**config.mk**
```make
export PLATFORM = sky130hd
export DESIGN_NAME = mcpu_ram_controller
export DESIGN_NICKNAME = d
export VERILOG_FILES = /design/src/rtl/mcpu_ram_controller.sv
export SDC_FILE = /design/constraint.sdc
export NUM_CORES = 2
export LEC_CHECK = 0
export BUFFER_PORTS_ARGS = -buffer_cell sky130_fd_sc_hd__buf_2
export CAP_MARGIN = 20
export CORE_AREA = 2 2 411 515
export CTS_CLUSTER_DIAMETER = 50
export DETAILED_ROUTE_END_ITERATION = 7
export DIE_AREA = 0 0 413 517
export GPL_ROUTABILITY_DRIVEN = 0
export PLACE_DENSITY = 0.68
export SYNTH_ARGS = -nofsm -noshare
export SYNTH_HDL_FRONTEND = slang
export SYNTH_SLANG_ARGS = --single-unit
export TNS_END_PERCENT = 1
```
**constraint.sdc**
```tcl
create_clock -name clk -period 4.6 [get_ports clk]
set_input_delay 0.23 -clock clk [delete_from_list [all_inputs] [get_ports clk]]
set_output_delay 0.23 -clock clk [all_outputs]
set_load 0.005 [all_outputs]
```
**src/rtl/mcpu_ram_controller.sv**
```systemverilog
// Unified data/instruction RAM for the MCPU: one synchronous write port,
// one gated combinational data read port and an always-on fetch read port.
module mcpu_ram_controller #(
  parameter int WORD_SIZE  = 8,
  parameter int ADDR_WIDTH = 8,
  parameter int RAM_SIZE   = 1 << ADDR_WIDTH
) (
  input  logic                  clk,
  input  logic                  rst_n,
  input  logic                  we,
  input  logic [WORD_SIZE-1:0]  datawr,
  input  logic                  re,
  input  logic [ADDR_WIDTH-1:0] addr,
  output logic [WORD_SIZE-1:0]  datard,
  input  logic [ADDR_WIDTH-1:0] instraddr,
  output logic [WORD_SIZE-1:0]  instrrd
);

  logic [WORD_SIZE-1:0] mem [0:RAM_SIZE-1];

  // Reset wipes the whole array; an unknown we falls through as no write.
  always_ff @(posedge clk or negedge rst_n) begin
    if (!rst_n) begin
      for (int i = 0; i < RAM_SIZE; i++) begin
        mem[i] <= '0;
      end
    end else if (we) begin
      mem[addr] <= datawr;
    end
  end

  // No write-through bypass: reads see the pre-edge contents until the edge.
  assign datard  = re ? mem[addr] : '0;
  assign instrrd = mem[instraddr];

endmodule

```
Yosys cells after proc, flatten, opt, wreduce, memory -nomap -nowiden
Cells that the tools add are included.
- flip-flop bits (word level): 2048
- latch bits: 0
- memory bits (writable): 0
- memory bits (read-only): 0
- input port bits: 28
- output and inout bits: 16
- memories kept: 0
- $add $sub $neg: 0
- multiply operators: 0
- divide/modulo/power cells: 0
- $lt $le $gt $ge: 3
- equality and inequality tests: 0
- shift operators: 0
- muxes and demuxes: 10
- bitwise operators: 2
- reduce and logical (&&, ||, !) cells: 1
- operators with widths (cell ; number):
    bitwise mux 2048 bit ; 1
    binary-select mux 8 bit (select 8 bit) ; 2
    demux 8 bit (select 8 bit) ; 1
    two-way mux 8 bit ; 6
    greater-or-equal comparator 9 bit, second input constant ; 2
    inverter 8 -> 9 bit ; 2
    less-than comparator 9 x 1 -> 1 bit, second input constant ; 1
    logical AND 1 bit ; 1

Logic depth before layout (Yosys ltp)
- depth in word-level cells: 6
- gate-level depth with buffers: 12
- gate-level depth less buffers: 7

Worst setup path after synthesis
Ideal clock, no wire load.
- path kind: in2out
- from: input instraddr[0]
- to: output instrrd[2]
- arrival time: 2520 ps
- data required time: 4370 ps
- path slack: 1850 ps
- cell stages on the path: 11
- path buffers: 5
- path through: buf_4 buf_2 buf_4 buf_2 buf_4 mux4_2 a22oi_1 nand2_1 a211oi_1 nand2_1 and4b_1
- longest elaborated chain between the ends: 4
- RTL lines (element ; RTL line ; source):
    start, declared ; 15 ; input logic [ADDR_WIDTH-1:0] instraddr,
    inverter 8 -> 9 bit (implied by the code) ; 34 ; assign instrrd = mem[instraddr];
    binary-select mux 8 bit (select 8 bit) ; 34 ;
    two-way mux 8 bit (implied by the code) (2 in a row) ; 34 ;
    end, declared ; 16 ; output logic [WORD_SIZE-1:0] instrrd
No other way between the ends. The select of a mux whose other input is x is not followed.

Worst setup path in the final report
- from: register mem[550] (netlist bit)
- to: output datard[6]
- longest elaborated chain between the ends: 4
- RTL lines (element ; RTL line ; source):
    start, declared ; 19 ; logic [WORD_SIZE-1:0] mem [0:RAM_SIZE-1];
    start signal, assigned by index ; 28 ; mem[addr] <= datawr;
    binary-select mux 8 bit (select 8 bit) ; 33 ; assign datard = re ? mem[addr] : '0;
    two-way mux 8 bit (implied by the code) (2 in a row) ; 33 ;
    two-way mux 8 bit ; 33 ;
    end, declared ; 14 ; output logic [WORD_SIZE-1:0] datard,
No other way between the ends. The select of a mux whose other input is x is not followed.

==> metrics.txt <==
status finished with violations; failing checks DRC, hold timing, setup timing; Synth Cell Area ~110000 um^2; P_leak between 50 and 60 nW; initial DRC count 8619; Worst-Margin Slew approximately 1.3 ns; CTS tree yes; hold crit path type in2reg; Core Box Area roughly 210000 um^2; filler cell count 16100; Finished Layout Cells around 10000; Initial Utilization 52.7%; Seq cells post-synth roughly 2000; Synth top area share between 40% and 50%; Die Y slightly above 500 um; pwr dens 351 nW/um^2; post-layout net count between 7000 and 8000; Peak Freq 216 MHz; net count after synthesis between 7000 and 8000; Slew headroom 13.5%; TritonCTS buffer count 225; Vias 72000; Routed Antenna Nets 0; VDD IR max roughly 0.32 mV; Min Hold Slack -0.00292 ns; Synth cell types 75; DP Worst Slack 0.130 ns; Setup TNS Final -0.0289 ns; number of flip-flops in the largest register 2048; # rows ~190; Sink Count 2048; met1 usage 46.5%; RSZ-0062 raised after global routing no; Clock Path Buffers 4; Top Ports 44; vias in the first global route 73900; Top FF cell, synth dfrtp_1; commonest non-fill, non-tap cells in the layout mux2_2, dfrtp_1, mux4_2; fin crit share 101%; worst path arrival time 4.40 ns; critical path peak fanout 3; Final Hold Viols 2; vias per cell 7.16; reg2reg setup slack 3.75 ns; Reg clk slew, reported paths 0.06 ns; post-DP HPWL ~270 mm; DP Cell Count between 9000 and 10000; die footprint 214000 um^2; GR Util All Layers 37.0%; wire per inst 38.8 um; number of flops mapped to enable cells by yosys 0; Avg Inst Size Synth 15.6 um^2; initial antenna violation count 21; global-route wire length before repair 560 mm; Global Route met2 Usage 54.7%; Root Driver clkbuf_16; Clk Latency, worst-skew pair 0.90 ns; GR Util met3 11.8%; CP Class reg2out; DRC 2; most common cell after layout, fill and taps aside mux2_2; GRT overflow 0; Synth area leaders dfrtp_1, mux4_2, mux2_2; Async S/R FF share, synth 100%; DRT Wirelength between 300 and 400 mm; largest net degree at the start of global routing 159; Final min period 4.63 ns; drt pass-1 iters 8; P&R area growth vs syn 11.4%; final instance area 123000 um^2; H-tree depth 4; Max Slew Vio Count 0; placed inst area 115000 um^2; biggest regs mem x2048; worst path required time about 4.4 ns; Port Buffers 43; PnR worst setup slack -0.0289 ns; crit end category output pin; CP startpoint kind flip-flop; share of cells above drive strength 1 between 50 and 60%; max-cap violations 0; Largest Register mem; Synth area leader dfrtp_1; post-CTS setup buffers 0; Final Skew 0 ns; Mapped Cells 7066; post-synthesis sequential area ratio 46.6%; Die W 413 um; YS warnings 0; final setup fails 1; most used routing layer met2
[report_power, final]
part	switching, mW	leakage, nW	internal, mW	total, mW
combinational	2.82	23.4	2.19	5.02
sequential	0.647	28.2	18.9	19.5
clock	7.85	3.67	10.7	18.6
total	11.3	55.3	31.8	43.1
[critical path: stages, from the launching register on]
cell     delay (ns)
dfrtp_1        0.39
mux4_2         0.51
a32oi_1        0.95
nand2_1        0.12
a211o_1        0.38
o41ai_4        0.54
buf_4          0.19
o41ai_1        0.19
buf_2          0.20
[synth_stat cells (all sizes together), types with 13 or more instances]
cell type	number
and2	13
nor3	18
clkbuf	357
a21oi	66
buf	269
nor2	234
dfrtp	2048
nand2	157
a22o	26
a22oi	106
nand3	68
mux2i	223
nand4	22
nor2b	24
o22ai	42
a221oi	15
mux2	2087
a211o	21
mux4	1074
o21ai	36
[final timing paths]
| check | from | cells past startpoint | end |
|---|---|---|---|
| worst max-delay path | mem[550] | 8 | datard[6] |
| worst min-delay path | datawr[0] | 2 | mem[1952] |
| worst max register to register | mem[378] | 1 | mem[378] |
| worst min register to register | mem[459] | 1 | mem[459] |
| max in group asynchronous | rst_n | 4 | mem[1747] |
| min in group asynchronous | rst_n | 3 | mem[609] |
[per-layer routing]
metal | vias to the layer above | wire length [um]
met4 | 26 | 33900
met2 | 3944 | 174000
met1 | 38900 | 140000
met3 | 1287 | 41800
met5 | - | 248
li1 | 27800 | -
[cells by family (layout without fill, tap and decap cells)]
group	Yosys count	in the layout	share of synthesized area (%)
mux	3384	3384	45.3
other cells	0	6	0
flops	2048	2048	46.6
compound gates	403	403	2.62
simple gates	596	596	2.82
buf+inv	635	862	2.66
[metrics by stage]
step	total power, mW	util, %
after floorplan	22.6	-
after global placement	24.6	55.1
after detailed placement	24.7	55.1
after CTS	43.1	58.7
after global routing	44.2	58.7
final	43.1	58.7
[timing repair]
action	CTS	global route
hold buffers	4	0
pin swaps	1	0
endpoints found under the setup margin	2	1
resized for setup	4	2
endpoints found under the hold margin	995	0
[area by class of cell]
| cell class | count | area, um^2 | share of cell area [%] |
|---|---|---|---|
| Sequential cell | 2048 | 51200 | 41.8 |
| Tap cell | 2755 | 3450 | 2.81 |
| Antenna cell | 6 | 15.0 | 0.0122 |
| Timing Repair Buffer | 447 | 4320 | 3.52 |
| Inverter | 9 | 37.5 | 0.0306 |
| Clock inverter | 75 | 878 | 0.716 |
| Clock buffer | 331 | 6600 | 5.38 |
| Multi-Input combinational cell | 4383 | 56100 | 45.8 |
No activity file was read; power rests on OpenSTA's default activity.
